## config.mk

```make
export PLATFORM = sky130hd
export DESIGN_NAME = mac_accum_flat
export DESIGN_NICKNAME = d
export VERILOG_FILES = /design/src/rtl/mac_accum_if.sv /design/src/rtl/mac_accum.sv /design/src/flat_wrapper.sv
export SDC_FILE = /design/constraint.sdc
export NUM_CORES = 1
export LEC_CHECK = 0
export ABC_AREA = 1
export CAP_MARGIN = 20
export CORE_MARGIN = 2
export CORE_UTILIZATION = 58
export CTS_CLUSTER_SIZE = 30
export DETAILED_ROUTE_END_ITERATION = 6
export HOLD_SLACK_MARGIN = 0.1
export PLACE_DENSITY = 0.92
export SLEW_MARGIN = 20
export SYNTH_ARGS = -nofsm -noshare
export SYNTH_HDL_FRONTEND = slang
export SYNTH_SLANG_ARGS = --single-unit
```

## constraint.sdc

```tcl
create_clock -name clk -period 3 [get_ports clk]
set_input_delay 0.6 -clock clk [delete_from_list [all_inputs] [get_ports clk]]
set_output_delay 0.6 -clock clk [all_outputs]
set_load 0.05 [all_outputs]
```

## src/rtl/mac_accum_if.sv

```systemverilog
// Product-in / result-out handshake bundle for mac_accum.
// The master side is the upstream multiplier plus the result consumer.
interface mac_accum_if #(
    parameter int P_W   = 32,
    parameter int ACC_W = 40,
    parameter int CNT_W = 16
);
    logic             p_valid;
    logic             p_ready;
    logic [P_W-1:0]   p_data;
    logic             p_last;
    logic             acc_valid;
    logic             acc_ready;
    logic [ACC_W-1:0] acc_sum;
    logic [CNT_W-1:0] acc_cnt;
    logic             acc_ovf;

    modport master (
        output p_valid, p_data, p_last, acc_ready,
        input  p_ready, acc_valid, acc_sum, acc_cnt, acc_ovf
    );

    modport slave (
        input  p_valid, p_data, p_last, acc_ready,
        output p_ready, acc_valid, acc_sum, acc_cnt, acc_ovf
    );
endinterface

```

## src/rtl/mac_accum.sv

```systemverilog
// Unsigned product accumulator: sums a group of products ended by p_last,
// then holds sum/count/carry until the consumer takes it.
module mac_accum #(
    parameter int P_W   = 32,
    parameter int ACC_W = 40,
    parameter int CNT_W = 16
) (
    input logic        clk,
    input logic        rst,
    mac_accum_if.slave bus
);
    typedef enum logic {ACCUM, HOLD} state_t;

    localparam logic [CNT_W-1:0] CNT_MAX = '1;

    state_t           state;
    logic [ACC_W-1:0] sum;
    logic [CNT_W-1:0] cnt;
    logic             ovf;
    logic             xfer;
    logic [ACC_W:0]   sum_nxt;

    // Handshake flags come straight from state, forced low during reset.
    always_comb begin
        bus.p_ready   = (state == ACCUM) && !rst;
        bus.acc_valid = (state == HOLD) && !rst;
        xfer          = bus.p_valid && bus.p_ready;
        sum_nxt       = {1'b0, sum} + {{(ACC_W + 1 - P_W){1'b0}}, bus.p_data};
    end

    assign bus.acc_sum = sum;
    assign bus.acc_cnt = cnt;
    assign bus.acc_ovf = ovf;

    // Group accumulation and result hold/release.
    always_ff @(posedge clk) begin
        if (rst) begin
            state <= ACCUM;
            sum   <= '0;
            cnt   <= '0;
            ovf   <= 1'b0;
        end else begin
            unique case (state)
                ACCUM: begin
                    if (xfer) begin
                        sum <= sum_nxt[ACC_W-1:0];
                        ovf <= ovf | sum_nxt[ACC_W];
                        if (cnt != CNT_MAX) cnt <= cnt + 1'b1;
                        if (bus.p_last) state <= HOLD;
                    end
                end
                HOLD: begin
                    if (bus.acc_ready) begin
                        state <= ACCUM;
                        sum   <= '0;
                        cnt   <= '0;
                        ovf   <= 1'b0;
                    end
                end
                default: state <= ACCUM;
            endcase
        end
    end
endmodule

```

## src/flat_wrapper.sv

```systemverilog
// flat-port wrapper written by rule: the top's interface ports become plain ports
module mac_accum_flat 
#(
    parameter int P_W   = 32,
    parameter int ACC_W = 40,
    parameter int CNT_W = 16
)
  (clk, rst, bus_p_valid, bus_p_data, bus_p_last, bus_acc_ready, bus_p_ready, bus_acc_valid, bus_acc_sum, bus_acc_cnt, bus_acc_ovf);
  mac_accum_if #(.P_W(P_W), .ACC_W(ACC_W), .CNT_W(CNT_W)) bus_i ();
  input logic clk;
  input logic rst;
  input wire logic [$bits(bus_i.p_valid)-1:0] bus_p_valid;
  input wire logic [$bits(bus_i.p_data)-1:0] bus_p_data;
  input wire logic [$bits(bus_i.p_last)-1:0] bus_p_last;
  input wire logic [$bits(bus_i.acc_ready)-1:0] bus_acc_ready;
  output wire logic [$bits(bus_i.p_ready)-1:0] bus_p_ready;
  output wire logic [$bits(bus_i.acc_valid)-1:0] bus_acc_valid;
  output wire logic [$bits(bus_i.acc_sum)-1:0] bus_acc_sum;
  output wire logic [$bits(bus_i.acc_cnt)-1:0] bus_acc_cnt;
  output wire logic [$bits(bus_i.acc_ovf)-1:0] bus_acc_ovf;
  assign bus_i.p_valid = bus_p_valid;
  assign bus_i.p_data = bus_p_data;
  assign bus_i.p_last = bus_p_last;
  assign bus_i.acc_ready = bus_acc_ready;
  assign bus_p_ready = bus_i.p_ready;
  assign bus_acc_valid = bus_i.acc_valid;
  assign bus_acc_sum = bus_i.acc_sum;
  assign bus_acc_cnt = bus_i.acc_cnt;
  assign bus_acc_ovf = bus_i.acc_ovf;
  mac_accum #(.P_W(P_W), .ACC_W(ACC_W), .CNT_W(CNT_W)) u_core (.clk(clk), .rst(rst), .bus(bus_i));
endmodule
```

# Word level (Yosys, flattened, before mapping)
# Cells that the tools add are included.
[totals]
ff_bits = 58
latchBits = 0
ram_bits = 0
romBits = 0
inputBits = 37
output_inout_bits = 59
word_cells = 32
memories = 0
[op_classes]
addsub = 2
multipliers = 0
n_div = 0
n_lt_le_gt_ge = 0
eq_ne = 4
shifts = 0
muxes = 14
bitwise_logic = 2
reduce_logical = 6
[ops]
columns = ["cell", "count"]
rows = [
  ["40-bit two-way mux", 2],
  ["40-bit case mux with 2 select lines", 1],
  ["16-bit two-way mux", 3],
  ["40-bit by 32-bit adder with 41-bit output", 1],
  ["16-bit case mux with 2 select lines", 1],
  ["16-bit by 1-bit adder with 16-bit output, second input constant", 1],
  ["16-bit inequality test, second input constant", 1],
  ["1-bit two-way mux", 5],
  ["2-bit inequality test, second input constant", 2],
  ["1-bit case mux with 2 select lines", 2],
  ["1-bit logical AND", 3],
  ["3-bit AND reduction", 1],
  ["2-bit by 1-bit inequality test with 1-bit output, second input constant", 1],
  ["2-bit AND reduction", 1],
  ["1-bit zero test", 1],
  ["1-bit NOT", 1],
  ["1-bit bitwise OR", 1],
]

# Logic depth before layout (Yosys ltp)
# Gate-level depths: netlist of the first run.
[logic_depth]
word_depth = 5
ltp_mapped = 15
mapped_depth_nobuf = 15

# Least setup slack after synthesis of the first run
# No wires, ideal clock.
[synth_path]
path_type = "input-to-reg"
start = "input port rst"
end = "register u_core.ovf, in the netlist u_core.bus.acc_ovf"
setup_ns = 0.070
arrival_time_ns = 2.279
required_time_ns = 2.930
slack_ns = 0.651
stages = 8
path_buffers = 1
cell_sequence = "nor2_1 > nand2_1 > inv_2 > nor2_1 > inv_2 > clkbuf_1 > nand3_1 > a21oi_1"
[synth_via]
elab_chain_cells = 5
[synth_rtl]
columns = ["element", "line_no", "text"]
rows = [
  ["start: declaration", "flat_wrapper.sv:11", "input logic rst;"],
  ["1-bit zero test", "mac_accum.sv:25", "bus.p_ready = (state == ACCUM) && !rst;"],
  ["1-bit logical AND", "mac_accum.sv:25", ""],
  ["1-bit logical AND", "mac_accum.sv:27", "xfer = bus.p_valid && bus.p_ready;"],
  ["2-bit by 1-bit inequality test with 1-bit output (no line)", "-", ""],
  ["2-bit AND reduction (no line)", "-", ""],
  ["end signal: assignment", "mac_accum.sv:47", "ovf <= ovf | sum_nxt[ACC_W];"],
  ["end: declaration", "mac_accum.sv:19", "logic ovf;"],
]
# Parallel ways exist; a longest one is shown, timed or not.
# A chain may end at the register's enable or synchronous reset.

# Worst setup path in the final report of the first run
[layout_path]
start = "input port bus_p_data[0]"
end = "register u_core.sum[16], in the netlist u_core.bus.acc_sum[16]"
[layout_via]
elab_chain_cells = 3
[layout_rtl]
columns = ["element", "line_no", "text"]
rows = [
  ["start: declaration", "flat_wrapper.sv:13", "input wire logic [$bits(bus_i.p_data)-1:0] bus_p_data;"],
  ["40-bit by 32-bit adder with 41-bit output", "mac_accum.sv:28", "sum_nxt = {1'b0, sum} + {{(ACC_W + 1 - P_W){1'b0}}, bus.p_data};"],
  ["40-bit two-way mux", "mac_accum.sv:45", "if (xfer) begin"],
  ["40-bit case mux with 2 select lines", "mac_accum.sv:43", "unique case (state)"],
  ["end signal: assignment", "mac_accum.sv:46", "sum <= sum_nxt[ACC_W-1:0];"],
  ["end: declaration", "mac_accum.sv:17", "logic [ACC_W-1:0] sum;"],
]
# No other way between the ends. The select of a mux whose other input is x is not followed.

==> results of run 1 <==
## worst max-delay path, delay by kind of cell
kind,cells,cell delay [ps]
adder cells (fa/ha/maj),2,620
buffers and inverters,2,450
AND/OR/NAND/NOR,10,1180
## stage by stage
step	total power, µW	worst slack [ps]
2_1_floorplan	1920	651
3_3_place_gp	2330	157
3_5_place_dp	2360	96.0
4_1_cts	3020	461
5_1_grt	3230	210
6_report	3050	413
## power by group through the flow
stage | registers, µW | logic (µW) | clock network (µW)
after floorplan | 1180 | 741 | 0
after global placement | 931 | 1400 | 0
after detailed placement | 934 | 1420 | 0
after CTS | 918 | 1430 | 670
after global routing | 929 | 1590 | 713
final | 917 | 1450 | 681
## layout by cell type (no fill, tap or decap), types with 6 or more instances in the layout
master	instances
nand4_1	9
inv_1	133
nand2_1	373
dfxtp_1	58
o21ai_0	24
a21oi_1	59
nor3_1	13
nand3_1	53
clkbuf_8	10
nor2_1	110
buf_4	11
nand3b_1	6
clkdlybuf4s50_1	93
ha_1	33
xor2_1	6
## cell families (layout without fill, tap and decap cells)
group,Yosys count,after routing,share of synthesized area
simple gates,579,579,0.460
xor+xnor,7,7,0.0120
flops,58,58,0.228
compound gates,98,98,0.103
buf+inv,148,257,0.114
fa+ha+maj,34,34,0.0848
## worst paths after layout
| path | start | end | slack (ps) |
|---|---|---|---|
| max | bus_p_data[0] | u_core.bus.acc_sum[16]$_SDFFE_PP0P_ | 410 |
| min | u_core.bus.acc_sum[8]$_SDFFE_PP0P_ | u_core.bus.acc_sum[8]$_SDFFE_PP0P_ | 470 |
| max reg2reg | u_core.bus.acc_sum[0]$_SDFFE_PP0P_ | u_core.bus.acc_sum[16]$_SDFFE_PP0P_ | 710 |
| min reg2reg | u_core.bus.acc_sum[8]$_SDFFE_PP0P_ | u_core.bus.acc_sum[8]$_SDFFE_PP0P_ | 470 |
## routing by layer
metal | vias to the layer above | GRT usage
met5 | - | 0
li1 | 3096 | -
met4 | 0 | 0.127
met2 | 290 | 0.534
met1 | 2648 | 0.415
met3 | 54 | 0.0659
## area by class of cell
cell class | count | area [µm²] | share of cell area
Sequential cell | 58 | 1160 | 0.182
Timing Repair Buffer | 105 | 1030 | 0.162
Inverter | 136 | 510 | 0.0801
Clock buffer | 11 | 141 | 0.0222
Clock inverter | 5 | 30.0 | 0.00471
Multi-Input combinational cell | 718 | 3360 | 0.528
Tap cell | 108 | 135 | 0.0212
## state kept, by name, indices dropped and copies added (netlist names)
register / cells
u_core.state: 1
u_core.bus.acc_sum: 40
u_core.bus.acc_cnt: 16
u_core.bus.acc_ovf: 1
==> flow_results.org, run 1 <==
** Status
- Status :: finished, violations left
- The final reports fail on DRC.

** Synth
- Ranked by instance count, the synthesized netlist is headed by nand2_1, inv_1, nor2_1.
- Each instance of the synthesized netlist takes up on average 5.52 µm².
- Count of cell types in the netlist :: 34
- Proportion of synthesized chip area in sequential cells :: 0.228
- Among all cell types in the netlist, the one instantiated most often is nand2_1.
- After synthesis the netlist holds a flip-flop and latch count of 58.
- Of the post-synthesis cell area, the dominant cell type holds 0.274.
- Summed over all instances, the cell type with the most area after synthesis is nand2_1.
- In the synthesized netlist the async set-or-reset flop fraction comes to 0.
- The mapped netlist covers 5100 µm².
- The cell count after synthesis came out at about 920.
- Yosys attributes the largest share of cell area to nand2_1, dfxtp_1, inv_1, nor2_1, ha_1.
- Number of flops mapped to enable cells by yosys :: 0
- For this run, the number of Yosys warnings is 0.
- Synthesized net count :: 995
- Most frequently used flop master after synthesis :: dfxtp_1

** Power
- Switching fraction of total power :: 0.461
- Dividing total power by cell area gives a power density of around 480 nW/µm².
- Net switching component of the power :: between 1000 and 1500 µW
- Clock group share of total power :: 0.223
- The internal portion of the total power is 1640 µW.
- In this run the static leakage power is ~0.0032 µW.
- Max rail drop VDD :: about 0.34 mV
- The share of total power dissipated in sequential elements is 0.301.
- Power share of the combinational group :: 0.476

** Timing
- Setup violations, final :: 0
- After routing, the total negative slack on setup checks comes to 0 ps.
- Min Tclk post-route :: 2590 ps
- The count of final hold-check violations was 0.
- Pin slew with the least headroom to its limit :: 604 ps
- Setup repair after global routing left no endpoint under its margin.
- Share of the clock period used by the worst path after layout :: 0.862
- Across all hold checks on the routed design, the worst slack comes to 472 ps.
- The worst pin sits at a relative slew slack of 0.597.
- For this run, the top clock speed supported by timing is approximately 390 MHz.
- The count of final max-slew check failures was 0.
- Final setup skew :: 13.6 ps

** Detailed routing
- Number of search-and-repair iterations in the first detailed-routing pass :: 7
- Routed via count divided by cell count :: 5.34
- Wire per inst :: 13.3 µm
- Summing over every cut layer, the via total after detailed routing is slightly above 6k.
- Antenna-violating nets left :: 0
- In this run the top signal layer used is met4.
- After detailed routing, the met3 layer carries 1.45 mm of wire.
- Wire length on met2 :: slightly below 7 mm
- After detailed routing, the wire length on met1 is 6.42 mm.
- In this run, the number of DRC markers left after iteration 0 of detailed routing was between 400 and 500.
- DRC viols :: 2
- The routed design has approximately 15 mm of wire.

** Die
- For this configuration, the core starts out at a cell density of 0.591.
- The floorplan step defined a die boundary enclosing 9560 µm².
- After floorplanning, the core was sized to cover 8640 µm².
- Pin placement for this block handled 96 I/O pins.
- In this run the horizontal extent of the chip is just under 100 µm.
- Y dimension of the die :: 97.8 µm
- The floorplan has 34 rows.

** Clock tree
- For this design, the CTS-stage hold fixing added 0 buffers.
- CTS H-tree lvls :: 3
- TritonCTS clock tree :: yes
- Counting the buffers created by CTS gives 9.
- After clock tree synthesis, the repair step resized 0 gates.
- The tree is rooted in a clkbuf_8.
- Setup Fix Bufs, Post-CTS :: 0
- CTS sink count :: 58
- Worst-Skew Late Latency :: ~370 ps
- Buffer levels on the longest clock path :: 2
- Reg clk slew, reported paths :: 80 ps

** Cells and area
- Utilization of the core after routing :: 0.738
- Diodes inserted :: 0
- Total of fill cells in the finished design :: 760
- At the end of the flow, the number of nets in the layout was 1099.
- With fillers left out, the area of the finished cells amounts to 6380 µm².
- Of the cells placed in the final design, the portion with a size suffix greater than 1 is 0.0407.
- From synthesis to final layout, the design area changed by 25.0%.
- Leaving out filler cells and counting taps, the final layout contains ~1.1k.

** Place
- The congestion estimate from routability-driven global placement came to roughly 1.0.
- Detailed placement finished with a half-perimeter wire length of 12.0 mm.
- Input and output buffers added on the ports amount to 95.
- Placed cell count :: 1125
- Placement Cell Area :: 6200 µm²

** Setup path
- Critical setup path kind :: input pin to flop
- CP Launch Type :: input pin
- In this run the worst path has a maximum fanout of 5.
- Required time of the worst setup path :: 3270 ps
- Among the stages of the critical path, the cell type that occurs most often is nand2_1.
- For the worst flop-to-flop path, the logic depth is 13.
- On the critical path, the stage with the largest delay is an instance of clkdlybuf4s50_1.
- Delay of the slowest cell on the worst path :: ~400 ps
- Critical path data arrival time :: 2850 ps
- Walking the worst path, the cells encountered are clkdlybuf4s50_1 > ha_1 > fa_1 > nand2_1 > inv_1 > nand2_1 > nand3_1 > nand2_1 > nand2_1 > nand2_1 > nand2_1 > or2_2 > nand3_1 > nand2_1.
- STA classifies the critical path endpoint as a flop.

** GRT
- The number of global-route vias before repair is between 5k and 6k.
- Antenna violations before repair :: 0
- GRT overflow :: 0
- In the global route stage, overall resource usage came out at 0.323.
- Maximum number of pins on one net before global-route repair :: 21
- Wire length of the first global-routing pass :: 25.5 mm

** Worst hold path
- The worst hold path was traced through 2 stages.
- Classification of the worst-slack hold path :: flop to flop

** Run
- Max-cap violations in this run came to 0.
Power figures use the tool's default switching activity.
==> run 2: changes to the inputs <==
--- a/config.mk
+++ b/config.mk
@@ -8,11 +8,11 @@
 export ABC_AREA = 1
 export CAP_MARGIN = 20
 export CORE_MARGIN = 2
-export CORE_UTILIZATION = 58
+export CORE_UTILIZATION = 54
 export CTS_CLUSTER_SIZE = 30
 export DETAILED_ROUTE_END_ITERATION = 6
 export HOLD_SLACK_MARGIN = 0.1
-export PLACE_DENSITY = 0.92
+export PLACE_DENSITY = 0.86
 export SLEW_MARGIN = 20
 export SYNTH_ARGS = -nofsm -noshare
 export SYNTH_HDL_FRONTEND = slang
==> constraint.sdc (replaced) <==
create_clock -name clk -period 2.9 [get_ports clk]
set_input_delay 0.58 -clock clk [delete_from_list [all_inputs] [get_ports clk]]
set_output_delay 0.58 -clock clk [all_outputs]
set_load 0.05 [all_outputs]
==> run 2 against run 1 <==
Compared with the run above:
- the flow now finishes without violations
- worst hold slack worse by 19 ps
- setup slack worse by 79 ps
- core utilization down 3.3 points
- combinational power up 6%
- register-to-register slack worse by 110 ps
- sequential cell count unchanged
- first-iteration DRC count down 20%
- die area up 7.1%
- global-route usage down 1.9 points
- critical path type unchanged
- critical endpoint unchanged
- largest cell class unchanged
- largest power group unchanged
==> flow_results.org, run 2 (synthesis results as in run 1) <==
** Status
- The flow ran to the end, and the final reports show no timing, DRC or antenna violations.

** Power
- Dividing total power by cell area gives a power density of 492 nW/µm².
- For this design the static power due to leakage is 0.00326 µW.
- Max rail drop VDD :: 0.357 mV

** Detailed routing
- Summed over all layers, the routed wires come to 15.3 mm.
- Wire per inst :: 13.3 µm
- Number of DRC violations after detailed-routing iteration 0 :: 357
- Number of search-and-repair iterations in the first detailed-routing pass :: 6
- Via count :: between 5k and 6k
- Antenna-violating nets left :: 0
- For this run, design rule violations remaining after detail routing come to 0.
- Routed via count divided by cell count :: just over 5

** Setup path
- The worst setup path is captured at a flop.
- Maximum fanout along the worst path :: 5
- In this run the register-to-register setup slack is about 600 ps.
- CP Launch Type :: input pin
- Required time of the worst setup path :: 3140 ps
- Data arrives at the worst endpoint at 2810 ps.
- The critical path is of the input pin to flop type.

** Clock tree
- Clk Tree Root Cell :: clkbuf_8
- Worst-Skew Late Latency :: 360 ps
- No sink is reached through more buffers than the 2 on the longest clock path.
- The number of setup buffers added after CTS is 0.
- For this design, the CTS-stage hold fixing added 0 buffers.
- CTS sink count :: 58
- In this run, post-CTS repair resized a total of 0 instances.
- TritonCTS clock tree :: yes
- Reg clk slew, reported paths :: 70 ps
- TritonCTS created 9 clock buffers.
- CTS H-tree lvls :: 3

** Cells and area
- Most common cell after layout, fill and taps aside :: nand2_1
- Total of fill cells in the finished design :: ~850
- Utilization of the core after routing :: 0.705
- Layout cell share with drive strength beyond 1 :: 0.0517
- The register with the most flip-flops in the layout has 40 of them.
- From synthesis to final layout, the design area changed by 27.1%.
- Diodes inserted :: 0
- The top cell types in the final layout, fill and taps aside, are nand2_1, inv_1, nor2_1.
- Nets :: 1110
- After routing the design area is ~6500 µm².

** Die
- Y dimension of the die :: 101 µm
- During I/O placement, the number of pins put on the boundary was 96.
- The floorplan step set the die width to 101 µm.
- Starting density of the core :: 0.555
- The die covers 10200 µm².
- The floorplan has 35 rows.
- After floorplanning, the core was sized to cover 9200 µm².

** GRT
- Antenna violations before repair :: 0
- The number of global-route vias before repair is 5408.
- The first global-routing pass estimated 24.9 mm of wire.
- For this run the aggregate overflow at the end of global routing stands at 0.
- Maximum number of pins on one net before global-route repair :: 19
- For this run, the total global-route usage over all layers was measured as 0.304.

** Timing
- Post-Route Hold Slack :: around 450 ps
- Setup violations, final :: 0
- Share of the clock period used by the worst path after layout :: 0.885
- Minimum setup slack in the final design :: 333 ps
- Unrepaired setup endpoints after global routing :: false
- Summed over all failing endpoints, the final setup total negative slack is 0 ps.
- The worst pin sits at a relative slew slack of 0.608.
- Based on the critical path, the design can be clocked at up to 390 MHz.
- Pin slew with the least headroom to its limit :: 587 ps
- The count of final max-slew check failures came to 0.
- For the finished layout, the period the worst path requires is about 2600 ps.
- Final setup skew :: 15.7 ps
- Hold violation total from the final report :: 0

** Place
- Placement Cell Area :: 6300 µm²
- Weighted congestion at the end of routability-driven global placement :: 0.957
- In this run the tool buffered the top-level ports with 95 buffer cells.
- OpenSTA, run right after detailed placement, puts the worst setup slack at 48.7 ps.
- Once detailed placement completed, the half-perimeter wirelength came to roughly 12 mm.

** Run
- The tool flagged a number of max-cap violations equal to 0.

** Worst hold path
- The worst hold path belongs to the class flop to flop.
-- run 2: cell types whose count changed in the layout (fill, tap and decap cells not counted), sizes merged --
cell	change
clkinv	+1
buf	+11
clkbuf	-1
-- run 2: final cells by class --
cell class                      instances  area (µm²)  share of cell area
Tap cell                              111         139              0.0214
Inverter                              136         510              0.0787
Multi-Input combinational cell        718        3360               0.519
Sequential cell                        58        1160               0.179
Timing Repair Buffer                  116        1130               0.174
Clock buffer                           10         138              0.0212
Clock inverter                          6        42.5             0.00656
-- run 2: metrics by stage --
step / cells / total power (µW)
global placement: 1139 / 2450
detailed placement: 1139 / 2460
CTS: 1155 / 3170
floorplan: 924 / 1980
global route: 1155 / 3400
finish: 1155 / 3190
-- run 2: worst max-delay path, stage by stage --
cell	delay (ps)
clkdlybuf4s50_1	400
ha_1	230
fa_1	410
nand2_1	80
inv_1	50
nand2_1	50
nand3_1	180
nand2_1	110
nand2_1	90
nand2_1	70
nand2_1	140
or2_2	310
nand3_1	70
nand2_1	50
-- run 2: final timing paths --
path,depth (start not counted),start,end
worst max register to register,13,u_core.bus.acc_sum[0]$_SDFFE_PP0P_,u_core.bus.acc_sum[16]$_SDFFE_PP0P_
worst min-delay path,2,u_core.bus.acc_ovf$_SDFFE_PP0P_,u_core.bus.acc_ovf$_SDFFE_PP0P_
worst max-delay path,14,bus_p_data[0],u_core.bus.acc_sum[16]$_SDFFE_PP0P_
worst min register to register,2,u_core.bus.acc_ovf$_SDFFE_PP0P_,u_core.bus.acc_ovf$_SDFFE_PP0P_
-- run 2: layer usage --
layer | track usage | vias up | share of wire
met1 | 0.409 | 2554 | 0.46
met3 | 0.0483 | 30 | 0.069
met5 | 0 | - | 0
li1 | - | 3110 | -
met4 | 0.104 | 0 | 0.029
met2 | 0.498 | 220 | 0.44
-- run 2: power breakdown --
group          leakage (µW)  total, µW  internal, µW  switching [µW]
registers          0.000474        946           875            70.9
logic               0.00270       1530           514            1010
clock network     0.0000882        718           333             385
total               0.00326       3190          1720            1470
